===== config.mk =====
export PLATFORM = sky130hd
export DESIGN_NAME = conv_window_sequencer
export DESIGN_NICKNAME = d
export VERILOG_FILES = /design/src/rtl/conv_pkg.sv /design/src/rtl/conv_tap_gen.sv /design/src/rtl/conv_window_sequencer.sv
export SDC_FILE = /design/constraint.sdc
export NUM_CORES = 1
export LEC_CHECK = 0
export BUFFER_PORTS_ARGS = -buffer_cell sky130_fd_sc_hd__buf_2
export CELL_PAD_IN_SITES_DETAIL_PLACEMENT = 1
export CELL_PAD_IN_SITES_GLOBAL_PLACEMENT = 2
export CORE_MARGIN = 1.5
export CORE_UTILIZATION = 32
export CTS_CLUSTER_DIAMETER = 100
export DETAILED_ROUTE_END_ITERATION = 7
export PLACE_DENSITY_LB_ADDON = 0.1
export SLEW_MARGIN = 40
export SYNTH_ARGS = -nofsm -noshare
export SYNTH_HDL_FRONTEND = slang
export SYNTH_HIERARCHICAL = 1
export SYNTH_SLANG_ARGS = --single-unit
export TNS_END_PERCENT = 10

===== constraint.sdc =====
create_clock -name i_clk -period 4.1 [get_ports i_clk]
set_input_delay 0.82 -clock i_clk [delete_from_list [all_inputs] [get_ports i_clk]]
set_output_delay 0.82 -clock i_clk [all_outputs]
set_load 0.05 [all_outputs]

===== src/rtl/conv_pkg.sv =====
// Shared types for the 3x3 convolution window sequencer:
// FSM state encoding and the nine tap row/column offsets.
package conv_pkg;

  typedef enum logic [2:0] {
    IDLE   = 3'd0,
    READ   = 3'd1,
    WAIT   = 3'd2,
    WRITE  = 3'd3,
    UPDATE = 3'd4,
    DONE   = 3'd5
  } state_t;

  // Tap k = 3*(dr+1) + (dc+1)
  localparam int TAP_DR [9] = '{-1, -1, -1, 0, 0, 0, 1, 1, 1};
  localparam int TAP_DC [9] = '{-1, 0, 1, -1, 0, 1, -1, 0, 1};

endpackage


===== src/rtl/conv_tap_gen.sv =====
// Maps a (row, col) centre to nine tap read addresses and a border mask.
// Build option CONV_PAD_MASK_EN enables the border mask and centre substitution.
module conv_tap_gen #(
  parameter int IMG_W  = 64,
  parameter int IMG_H  = 64,
  parameter int ADDR_W = 12
) (
  input  logic [ADDR_W-1:0]   i_row,
  input  logic [ADDR_W-1:0]   i_col,
  output logic [9*ADDR_W-1:0] o_addr,
  output logic [8:0]          o_pad,
  output logic [ADDR_W-1:0]   o_centre
);
  import conv_pkg::*;

  always_comb begin
    o_centre = ADDR_W'(int'(i_row) * IMG_W + int'(i_col));
  end

  always_comb begin
    o_addr = '0;
    o_pad  = '0;
    for (int k = 0; k < 9; k++) begin
      int r;
      int c;
      logic [ADDR_W-1:0] a;
      r = int'(i_row) + TAP_DR[k];
      c = int'(i_col) + TAP_DC[k];
      a = ADDR_W'(r * IMG_W + c);
`ifdef CONV_PAD_MASK_EN
      // Out-of-image taps read the centre so no row wrap reaches the RAM
      if (r < 0 || r >= IMG_H || c < 0 || c >= IMG_W) begin
        o_pad[k] = 1'b1;
        a        = o_centre;
      end
`endif
      o_addr[k*ADDR_W +: ADDR_W] = a;
    end
  end

endmodule


===== src/rtl/conv_window_sequencer.sv =====
// 3x3 window sequencer: walks the feature map, issues tap reads and writes.
// Border masking is selected at build time by CONV_PAD_MASK_EN.
module conv_window_sequencer #(
  parameter int IMG_W  = 64,
  parameter int IMG_H  = 64,
  parameter int ADDR_W = 12
) (
  input  logic                i_clk,
  input  logic                i_reset,
  input  logic                i_start,
  input  logic                i_opcode,
  input  logic                i_stride2,
  input  logic                i_validRam,
  output logic [9*ADDR_W-1:0] o_addrRead,
  output logic [8:0]          o_padMask,
  output logic                o_startRam,
  output logic                o_selRamD0,
  output logic [ADDR_W-1:0]   o_addrWrite,
  output logic                o_wrEnable,
  output logic                o_busy,
  output logic                o_finish,
  output logic [ADDR_W-1:0]   o_localAddr
);
  import conv_pkg::*;

  localparam logic [ADDR_W-1:0] W_A = ADDR_W'(IMG_W);
  localparam logic [ADDR_W-1:0] H_A = ADDR_W'(IMG_H);

  state_t            state_q, state_d;
  logic [ADDR_W-1:0] row_q, row_d;
  logic [ADDR_W-1:0] col_q, col_d;
  logic              op_q, op_d;
  logic              s2_q, s2_d;

  logic [ADDR_W-1:0]   step;
  logic [ADDR_W-1:0]   waddr;
  logic [ADDR_W-1:0]   centre;
  logic [9*ADDR_W-1:0] taps;
  logic [8:0]          pad;
  logic                active;

  always_ff @(posedge i_clk or posedge i_reset) begin
    if (i_reset) begin
      state_q <= IDLE;
      row_q   <= '0;
      col_q   <= '0;
      op_q    <= 1'b0;
      s2_q    <= 1'b0;
    end else begin
      state_q <= state_d;
      row_q   <= row_d;
      col_q   <= col_d;
      op_q    <= op_d;
      s2_q    <= s2_d;
    end
  end

  always_comb begin
    step = s2_q ? ADDR_W'(2) : ADDR_W'(1);
  end

  always_comb begin
    state_d = state_q;
    row_d   = row_q;
    col_d   = col_q;
    op_d    = op_q;
    s2_d    = s2_q;
    unique case (state_q)
      IDLE: begin
        if (i_start) begin
          op_d    = i_opcode;
          s2_d    = i_stride2;
          row_d   = '0;
          col_d   = '0;
          state_d = READ;
        end
      end
      READ:  state_d = WAIT;
      WAIT: begin
        if (i_validRam) state_d = WRITE;
      end
      WRITE: state_d = UPDATE;
      UPDATE: begin
        if (row_q == H_A - step && col_q == W_A - step) begin
          state_d = DONE;
        end else begin
          state_d = READ;
          if (col_q + step >= W_A) begin
            col_d = '0;
            row_d = row_q + step;
          end else begin
            col_d = col_q + step;
          end
        end
      end
      DONE:    state_d = IDLE;
      default: state_d = IDLE;
    endcase
  end

  // Stride 2 packs the output map densely at half width
  always_comb begin
    if (s2_q) waddr = (row_q >> 1) * (W_A >> 1) + (col_q >> 1);
    else      waddr = row_q * W_A + col_q;
  end

  conv_tap_gen #(
    .IMG_W  (IMG_W),
    .IMG_H  (IMG_H),
    .ADDR_W (ADDR_W)
  ) u_tap_gen (
    .i_row    (row_q),
    .i_col    (col_q),
    .o_addr   (taps),
    .o_pad    (pad),
    .o_centre (centre)
  );

  always_comb begin
    active      = (state_q == READ) || (state_q == WAIT) ||
                  (state_q == WRITE) || (state_q == UPDATE);
    o_addrRead  = active ? taps : '0;
    o_padMask   = active ? pad : '0;
    o_addrWrite = active ? waddr : '0;
    o_localAddr = active ? centre : '0;
    o_startRam  = (state_q == READ);
    o_wrEnable  = (state_q == WRITE);
    o_finish    = (state_q == DONE);
    o_busy      = (state_q != IDLE);
    o_selRamD0  = (state_q == IDLE) ? (i_opcode & ~i_reset) : op_q;
  end

endmodule


# After elaboration in Yosys (flattened, before gate mapping)
# Cells that the tools add are included.
# op_classes
n_reduce_logical,11
magnitude_cmp,1
bitwise,2
n_mux,17
n_addsub,18
eq_ne,11
# ops
cell,count
$add A12 B12 Y12,10
$mux W108,1
$mux W12,8
$pmux W12 S2,2
$add A12 B1 Y12 const B,2
$add A12 B2 Y12,2
$eq A12 B12 Y1,2
$pmux W3 S5,1
$add A12 B11 Y12,1
$add A6 B1 Y6 const B,2
$ge A12 B7 Y1 const B,1
$mux W3,3
$ne A2 B2 Y1 const B,4
$sub A7 B2 Y8 const A,1
$eq A3 B2 Y1 const B,2
$eq A3 B3 Y1 const B,2
$reduce_and A2 Y1,2
$reduce_and A4 Y1,1
$eq A3 B1 Y1 const B,1
$logic_not A3 Y1,1
$logic_or A1 B1 Y1,3
$reduce_and A3 Y1,1
$reduce_bool A3 Y1,1
$mux W2,1
5 further kinds,5
# word_totals
output_inout_bits,146
ff_bits,29
inputBits,6
word_cells,65

# Longest topological paths before layout
# Gate-level depths: netlist of run 1.
# logic_depth
ltp_word,6
ltp_mapped,12
mapped_depth_nobuf,12

# Cells and area by module
# Netlist of run 1, hierarchy kept.
# by_module_without_submodules
module,n_inst,seq_area_each_um2,area_per_inst_um2,cells_each
conv_window_sequencer,1,725.7,3124.2,389
conv_tap_gen,1,0.0,2673.8,319

# Worst setup path after synthesis of run 1
# OpenSTA, ideal clock, no wires.
# synth_timing
kind,register to output
startpoint,register row_q[1]
endpoint,output o_addrWrite[11]
arrival_ns,3.076
path_stages_with_launch,8
slack_ns,0.204
path_buffers,0
required_ns,3.280
path_cell_list,dfrtp_1 > ha_1 > fa_1 > a21o_1 > a21oi_1 > o21ai_0 > xnor2_1 > a211oi_1
# synth_via
elab_chain_cells,3
word_cells_on_any_way,4
cone_classes,2 x add/sub; 2 x mux
# synth_lines
element,line,rtl
"start, declared",conv_window_sequencer.sv:30,"logic [ADDR_W-1:0] row_q, row_d;"
"start signal, assigned",conv_window_sequencer.sv:51,row_q <= row_d;
$add A12 B12 Y12 / $add A12 B11 Y12 (equally long branches),"conv_window_sequencer.sv:104, conv_window_sequencer.sv:103",
$mux W12 *,conv_window_sequencer.sv:103,if (s2_q) waddr = (row_q >> 1) * (W_A >> 1) + (col_q >> 1);
$mux W12 *,conv_window_sequencer.sv:124,o_addrWrite = active ? waddr : '0;
"end, declared",conv_window_sequencer.sv:18,"output logic [ADDR_W-1:0] o_addrWrite,"
# Every way passes the cells marked *; elsewhere a longest branch is shown, timed or not.

# Final worst setup path of run 1
# layout_timing
startpoint,register col_q[5]
endpoint,output o_addrRead[83]
# layout_via
elab_chain_cells,3
# layout_lines
element,line,rtl
"start, declared",conv_window_sequencer.sv:31,"logic [ADDR_W-1:0] col_q, col_d;"
"start signal, assigned",conv_window_sequencer.sv:52,col_q <= col_d;
$add A12 B1 Y12,conv_tap_gen.sv:28,c = int'(i_col) + TAP_DC[k];
$add A12 B12 Y12,conv_tap_gen.sv:29,a = ADDR_W'(r * IMG_W + c);
net taps[83],conv_window_sequencer.sv:38,logic [9*ADDR_W-1:0] taps;
$mux W108,conv_window_sequencer.sv:122,o_addrRead = active ? taps : '0;
"end, declared",conv_window_sequencer.sv:14,"output logic [9*ADDR_W-1:0] o_addrRead,"
# The timed path passes the listed nets, and every way through them passes these cells.

==> key figures, run 1 <==
Outcome
  • Status: complete, no violations

Run
  • Max Cap Viol: 0

Clocking
  • Clk_lat worst skew: 0.28 ns
  • Post-CTS setup buffers: 0
  • Hold buffers post-CTS: 0
  • Root Driver: clkbuf_16
  • H-tree depth: 2
  • Clock slew at reported path FFs: 0.05 ns
  • CTS tree: yes
  • CTS Buffer Depth: 2
  • CTS Buf Count: 5
  • Clock tree sinks: 29

Floorplan
  • Die H: 137.6 microns
  • Starting Density: 0.3250
  • Die area: 0.01894 sq mm
  • FP Rows: 49
  • IO Count: 152
  • Core area: 0.01784 sq mm
  • Die Width: 137.6 microns

Place
  • Routability Congestion: 0.7925
  • Placed cells: 1022
  • DP Area: 0.006410 sq mm
  • Pre-CTS WS: 0.2639 ns
  • Buffers on Ports: 142
  • Dpl hpwl: 14270 microns

Critical path
  • CP endpoint kind: output port
  • Crit-path cells: nor4_4 > nand2_2 > or3_1 > xnor2_2 > ha_1 > a21o_1 > a31oi_1 > xnor3_1 > and2_1 > buf_2
  • Critical path peak fanout: 3
  • CP peak stage delay: 0.41 ns
  • Crit-path slowest cell: xnor3_1
  • CP top delay family: simple AND/OR/NAND/NOR gates
  • Worst R2R Start: col_q[0]$_DFFE_PP0P_
  • Worst path arrival time: 3.14 ns
  • CP Data Required Time: 3.28 ns
  • CP startpoint kind: flip-flop
  • Worst path bufs/invs: 1
  • CP Class: flip-flop to output port
  • Critical Path Start: col_q[5]$_DFFE_PP0P_

Min path
  • Worst Hold Class: flip-flop to flip-flop
  • Hold Startpoint: op_q$_DFFE_PP0P_

Synthesis
  • Post-synth EDFFs: 0
  • Netlist cell types: 61
  • Most used DFF post-synth: dfrtp_1
  • #FFs+latches synth: 29
  • Synth top area cells: and2_1 15%, ha_1 13%, dfrtp_1 13%
  • Syn Std Cell Area: 0.005798 sq mm
  • Yosys top cell area share: 0.1478
  • Async set or reset register ratio after synthesis: 1.000
  • Sequential share of the synthesized area: 0.1252
  • Synth area leader: and2_1
  • Cell count after synthesis: 708
  • Mean Syn Cell Area: 8.189 sq um
  • Synth warn: 6

Final layout
  • Final Net Count: 881
  • Most frequent cells in the layout: 141 x buf_2, 137 x and2_1, 62 x ha_1, 44 x xnor2_1, 39 x nand2_1
  • Non-Filler Instances: 1030
  • Commonest non-fill, non-tap cell in the layout: buf_2
  • Fill count: 2191
  • Ant diodes: 0
  • Post-route cell area: 0.006624 sq mm
  • Area of the multi-input gates: 0.004388 sq mm
  • Layout area overhead: 14.24%
  • Share of layout cells above drive strength 1: 0.2809
  • Storage element area: 728.2 sq um

STA
  • Slew HR: 0.5565
  • Slew @ Worst Pin: 0.6653 ns
  • Fin crit share: 0.9655
  • Final hold violation count: 0
  • Skew final: 0.005913 ns
  • Setup-failing EPs final: 0
  • Max Transition Viols Final: 0
  • Min Tclk post-route: 3.958 ns
  • TNS Setup: 0 ns
  • Fmax achieved: 252.6 MHz
  • Slack of the critical path: 0.1416 ns
  • Unrepaired setup endpoints after global routing: yes

Route
  • Total wire length: 18000 microns
  • Antenna Nets Post-Route: 0
  • Detailed Routing Iterations Pass 1: 4
  • # DRC: 0
  • Via/cell ratio: 4.862
  • Via count: 5008
  • WL per Instance: 17.47 microns
  • Detailed Route Iter0 Violations: 127

Global routing
  • Vias in the first global route: 4967
  • Largest net degree at the start of global routing: 104
  • Antenna violations before repair: 0
  • Overflow after GRT: 0
  • First-pass GRT wire length: 27570 microns
  • Gr usage total: 0.1893
[flip-flops by register name (all words and copies together), names as in the netlist]
register,count
col_q,12
op_q,1
row_q,12
s2_q,1
state_q,3
[tightest hold or removal path, delay by kind of cell, from the launching register on]
kind | cells | cell delay, ns
flops | 1 | 0.34
simple gates | 2 | 0.10
[worst paths after layout]
| check | end | slack (ns) | cells past startpoint |
|---|---|---|---|
| worst max-delay path | o_addrRead[83] | 0.14 | 10 |
| worst min-delay path | op_q$_DFFE_PP0P_ | 0.47 | 2 |
| worst max register to register | row_q[4]$_DFFE_PP0P_ | 1.19 | 8 |
| worst min register to register | op_q$_DFFE_PP0P_ | 0.47 | 2 |
| max in group asynchronous | col_q[2]$_DFFE_PP0P_ | 3.15 | 3 |
| min in group asynchronous | state_q[1]$_DFFE_PP0P_ | 0.61 | 3 |
[per-layer routing]
metal,wire [microns],vias up,global-route usage
li1,-,2490,-
met1,8291,2413,0.2477
met2,8954,94,0.3425
met3,577,11,0.01508
met4,172,0,0.03158
met5,0,-,0
[timing repair]
action | 4_1_cts | 5_1_grt
endpoints found under the hold margin | 0 | 0
gates resized for setup | 1 | 13
pin swaps | 0 | 0
endpoints found under the setup margin | 3 | 6
[cells in the mapped netlist (all sizes together) (2+ instances only)]
cell type and n:
clkbuf 19, a211oi 4, fa 13, or3 9, mux2i 6, ha 62, or2 4, a21oi 33
inv 30, xor2 21, nor2 32, nor3 3, nor4 3, nor4b 4, o21ai 22, a32o 2
o22ai 2, nand4 7, dfrtp 29, and2 138, and3 4, and4 5, nor2b 6, a21o 36
xnor2 48, xnor3 5, a31oi 4, nand3 14, or4 5, buf 78, a22o 4, nand2 40
[metrics by stage]
| stage | hold slack [ns] | utilization |
|---|---|---|
| after global routing | 0.5076 | 0.3713 |
| final | 0.4693 | 0.3713 |
| after CTS | 0.4774 | 0.3676 |
| after floorplan | 0.4371 | - |
| after global placement | 0.4515 | 0.3593 |
| after detailed placement | 0.4638 | 0.3593 |
[cells by family after synthesis]
| group | after synthesis | share of synthesized area |
|---|---|---|
| muxes | 6 | 0.01036 |
| adders and majority gates | 75 | 0.1787 |
| and+or+nand+nor | 279 | 0.2818 |
| buffers and inverters | 127 | 0.1360 |
| other | 1 | 0.0006468 |
| xor gates and xnor gates | 74 | 0.1237 |
| DFF | 29 | 0.1252 |
| AOI/OAI and AO/OA | 117 | 0.1437 |
[area by class of cell]
class	instances	area share
multi-input combinational	560	0.6624
timing repair buffer	174	0.1458
sequential	29	0.1099
tap	229	0.04326
clock buffer	5	0.01889
inverter	30	0.01700
clock inverter	3	0.002645
Power of run 1 is not shown: default switching activity piles up to over one toggle a cycle in this logic, so the estimate is an artifact.
==> inputs of run 2 (changes only) <==
BUFFER_PORTS_ARGS = unset   (was -buffer_cell sky130_fd_sc_hd__buf_2)
CORE_UTILIZATION = 35   (was 32)
DONT_BUFFER_PORTS = 1   (was unset)
SETUP_SLACK_MARGIN = 0.5   (was unset)
==> run 2 against run 1 <==
Effect of this change: routed wire length shrank 4.4%; count of clock-buffer cells in the layout is 2 higher; final cell count down 9.9%; sequential cell count did not move; first-iteration DRC count grew 11%; die area down 8.4%; register-to-register slack worse by 0.12 ns; critical path depth grew 2; via count fell by 5.2%; setup slack improved by 0.044 ns; design area is 2.1% higher; worst hold slack improved by 0.030 ns.
==> key figures, run 2 (synthesis gave the netlist of run 1 again) <==
Outcome
  • Status: complete, no violations

STA
  • Min Tclk post-route: 3.915 ns
  • Final hold violation count: 0
  • Setup-failing EPs final: 0
  • Fmax achieved: 255.4 MHz
  • Unrepaired setup endpoints after global routing: yes
  • Skew final: 0.006442 ns
  • Slew @ Worst Pin: 0.8380 ns
  • TNS Setup: 0 ns
  • Slew HR: 0.4389
  • Fin crit share: 0.9548
  • Max Transition Viols Final: 0

Critical path
  • CP Class: flip-flop to output port
  • Worst path arrival time: 3.09 ns
  • Most frequent CP cell: buf_6
  • CP startpoint kind: flip-flop
  • Crit-path cells: buf_6 > nor4_4 > nand2_2 > or3_4 > xnor2_4 > buf_6 > buf_6 > ha_4 > a21o_1 > a31oi_1 > xnor3_1 > and2_4
  • Worst path bufs/invs: 3
  • CP endpoint kind: output port
  • CP Data Required Time: 3.28 ns
  • Critical path peak fanout: 3
  • Crit-path slowest cell: dfrtp_1
  • CP peak stage delay: 0.38 ns
  • CP top delay family: simple AND/OR/NAND/NOR gates

Route
  • # DRC: 0
  • Detailed Routing Iterations Pass 1: 4
  • Via count: 4746
  • WL per Instance: 18.54 microns
  • Detailed Route Iter0 Violations: 141
  • Via/cell ratio: 5.114
  • Total wire length: 17200 microns
  • Antenna Nets Post-Route: 0

Place
  • Dpl hpwl: 13100 microns
  • Routability Congestion: 0.7919
  • Buffers on Ports: 0

Global routing
  • Antenna violations before repair: 0
  • Largest net degree at the start of global routing: 105
  • Gr usage total: 0.1940
  • Vias in the first global route: 4806
  • Overflow after GRT: 0
  • First-pass GRT wire length: 27170 microns

Floorplan
  • IO Count: 152
  • Core area: 0.01606 sq mm
  • FP Rows: 46
  • Starting Density: 0.3611
  • Die Width: 131.7 microns
  • Die H: 131.7 microns
  • Die area: 0.01735 sq mm

Clocking
  • CTS Buf Count: 5
  • Clock slew at reported path FFs: 0.05 ns
  • CTS Buffer Depth: 2
  • Clock tree sinks: 29
  • CTS tree: yes
  • Clk_lat worst skew: 0.28 ns
  • H-tree depth: 2
  • Root Driver: clkbuf_16
  • Hold buffers post-CTS: 0

Final layout
  • Most frequent cells in the layout: 128 x and2_1, 66 x buf_4, 51 x ha_1, 39 x xnor2_1, 38 x nand2_1
  • Share of layout cells above drive strength 1: 0.2612
  • Biggest regs: col_q x12, row_q x12, state_q x3
  • Layout area overhead: 16.62%
  • Commonest non-fill, non-tap cell in the layout: and2_1
  • Ant diodes: 0
  • Final Net Count: 792

Min path
  • Worst Hold Class: flip-flop to flip-flop

Run
  • Max Cap Viol: 0
==> run 2: changes by cell type in the layout (fill, tap and decap cells not counted), sizes merged <==
cell / change
buf: -88
clkinv: -1
inv: -1
clkbuf: +1
==> run 2: cell type report <==
class	count	area, sq um
clock buffer	7	152.6
clock inverter	1	5.005
fill	1883	9296
inverter	30	116.4
multi-input combinational	560	4672
sequential	29	726.9
tap	216	270.3
timing repair buffer	85	818.3
==> run 2: final timing paths <==
kind,startpoint,slack [ns],cells after the start,endpoint
min in group asynchronous,i_reset,0.51,2,state_q[0]$_DFFE_PP0P_
min reg2reg,op_q$_DFFE_PP0P_,0.50,2,op_q$_DFFE_PP0P_
min,op_q$_DFFE_PP0P_,0.50,2,op_q$_DFFE_PP0P_
max in group asynchronous,i_reset,3.26,2,row_q[0]$_DFFE_PP0P_
max,col_q[3]$_DFFE_PP0P_,0.19,12,o_addrRead[83]
max reg2reg,col_q[0]$_DFFE_PP0P_,1.07,8,col_q[5]$_DFFE_PP0P_
==> run 2: per-stage QoR <==
step                      hold WS, ns  area [sq um]    util  instances  setup WS (ns)
final                          0.4994          6761  0.4211        928         0.1852
after global routing           0.5484          6761  0.4211        928        0.09674
after CTS                      0.4957          6539  0.4072        920         0.2524
after detailed placement       0.4822          6081  0.3787        899         0.1483
after global placement         0.4511          6081  0.3787        899         0.2714
after floorplan                0.4371          5833       -        716         0.2677
==> run 2: what timing repair did <==
action	CTS	global route
gates resized for setup	40	35
pin swaps	16	20
setup endpoints to repair	33	96
buffers inserted	13	8
==> run 2: worst reg2reg max path: stages (launching register included) <==
cell and delay, ns:
dfrtp_1 0.43, buf_4 0.20, ha_1 0.33, nor4b_1 0.35
nand4_1 0.19, o311a_4 0.44, nor2_1 0.59, o21ai_1 0.16
a22o_1 0.23
==> run 2: metal layers <==
layer	global-route usage	wire length (microns)
met1	0.2532	7826
met2	0.3515	8607
met3	0.02006	615
met4	0.02840	154
met5	0	0
Power of run 2 is left out for the same reason.
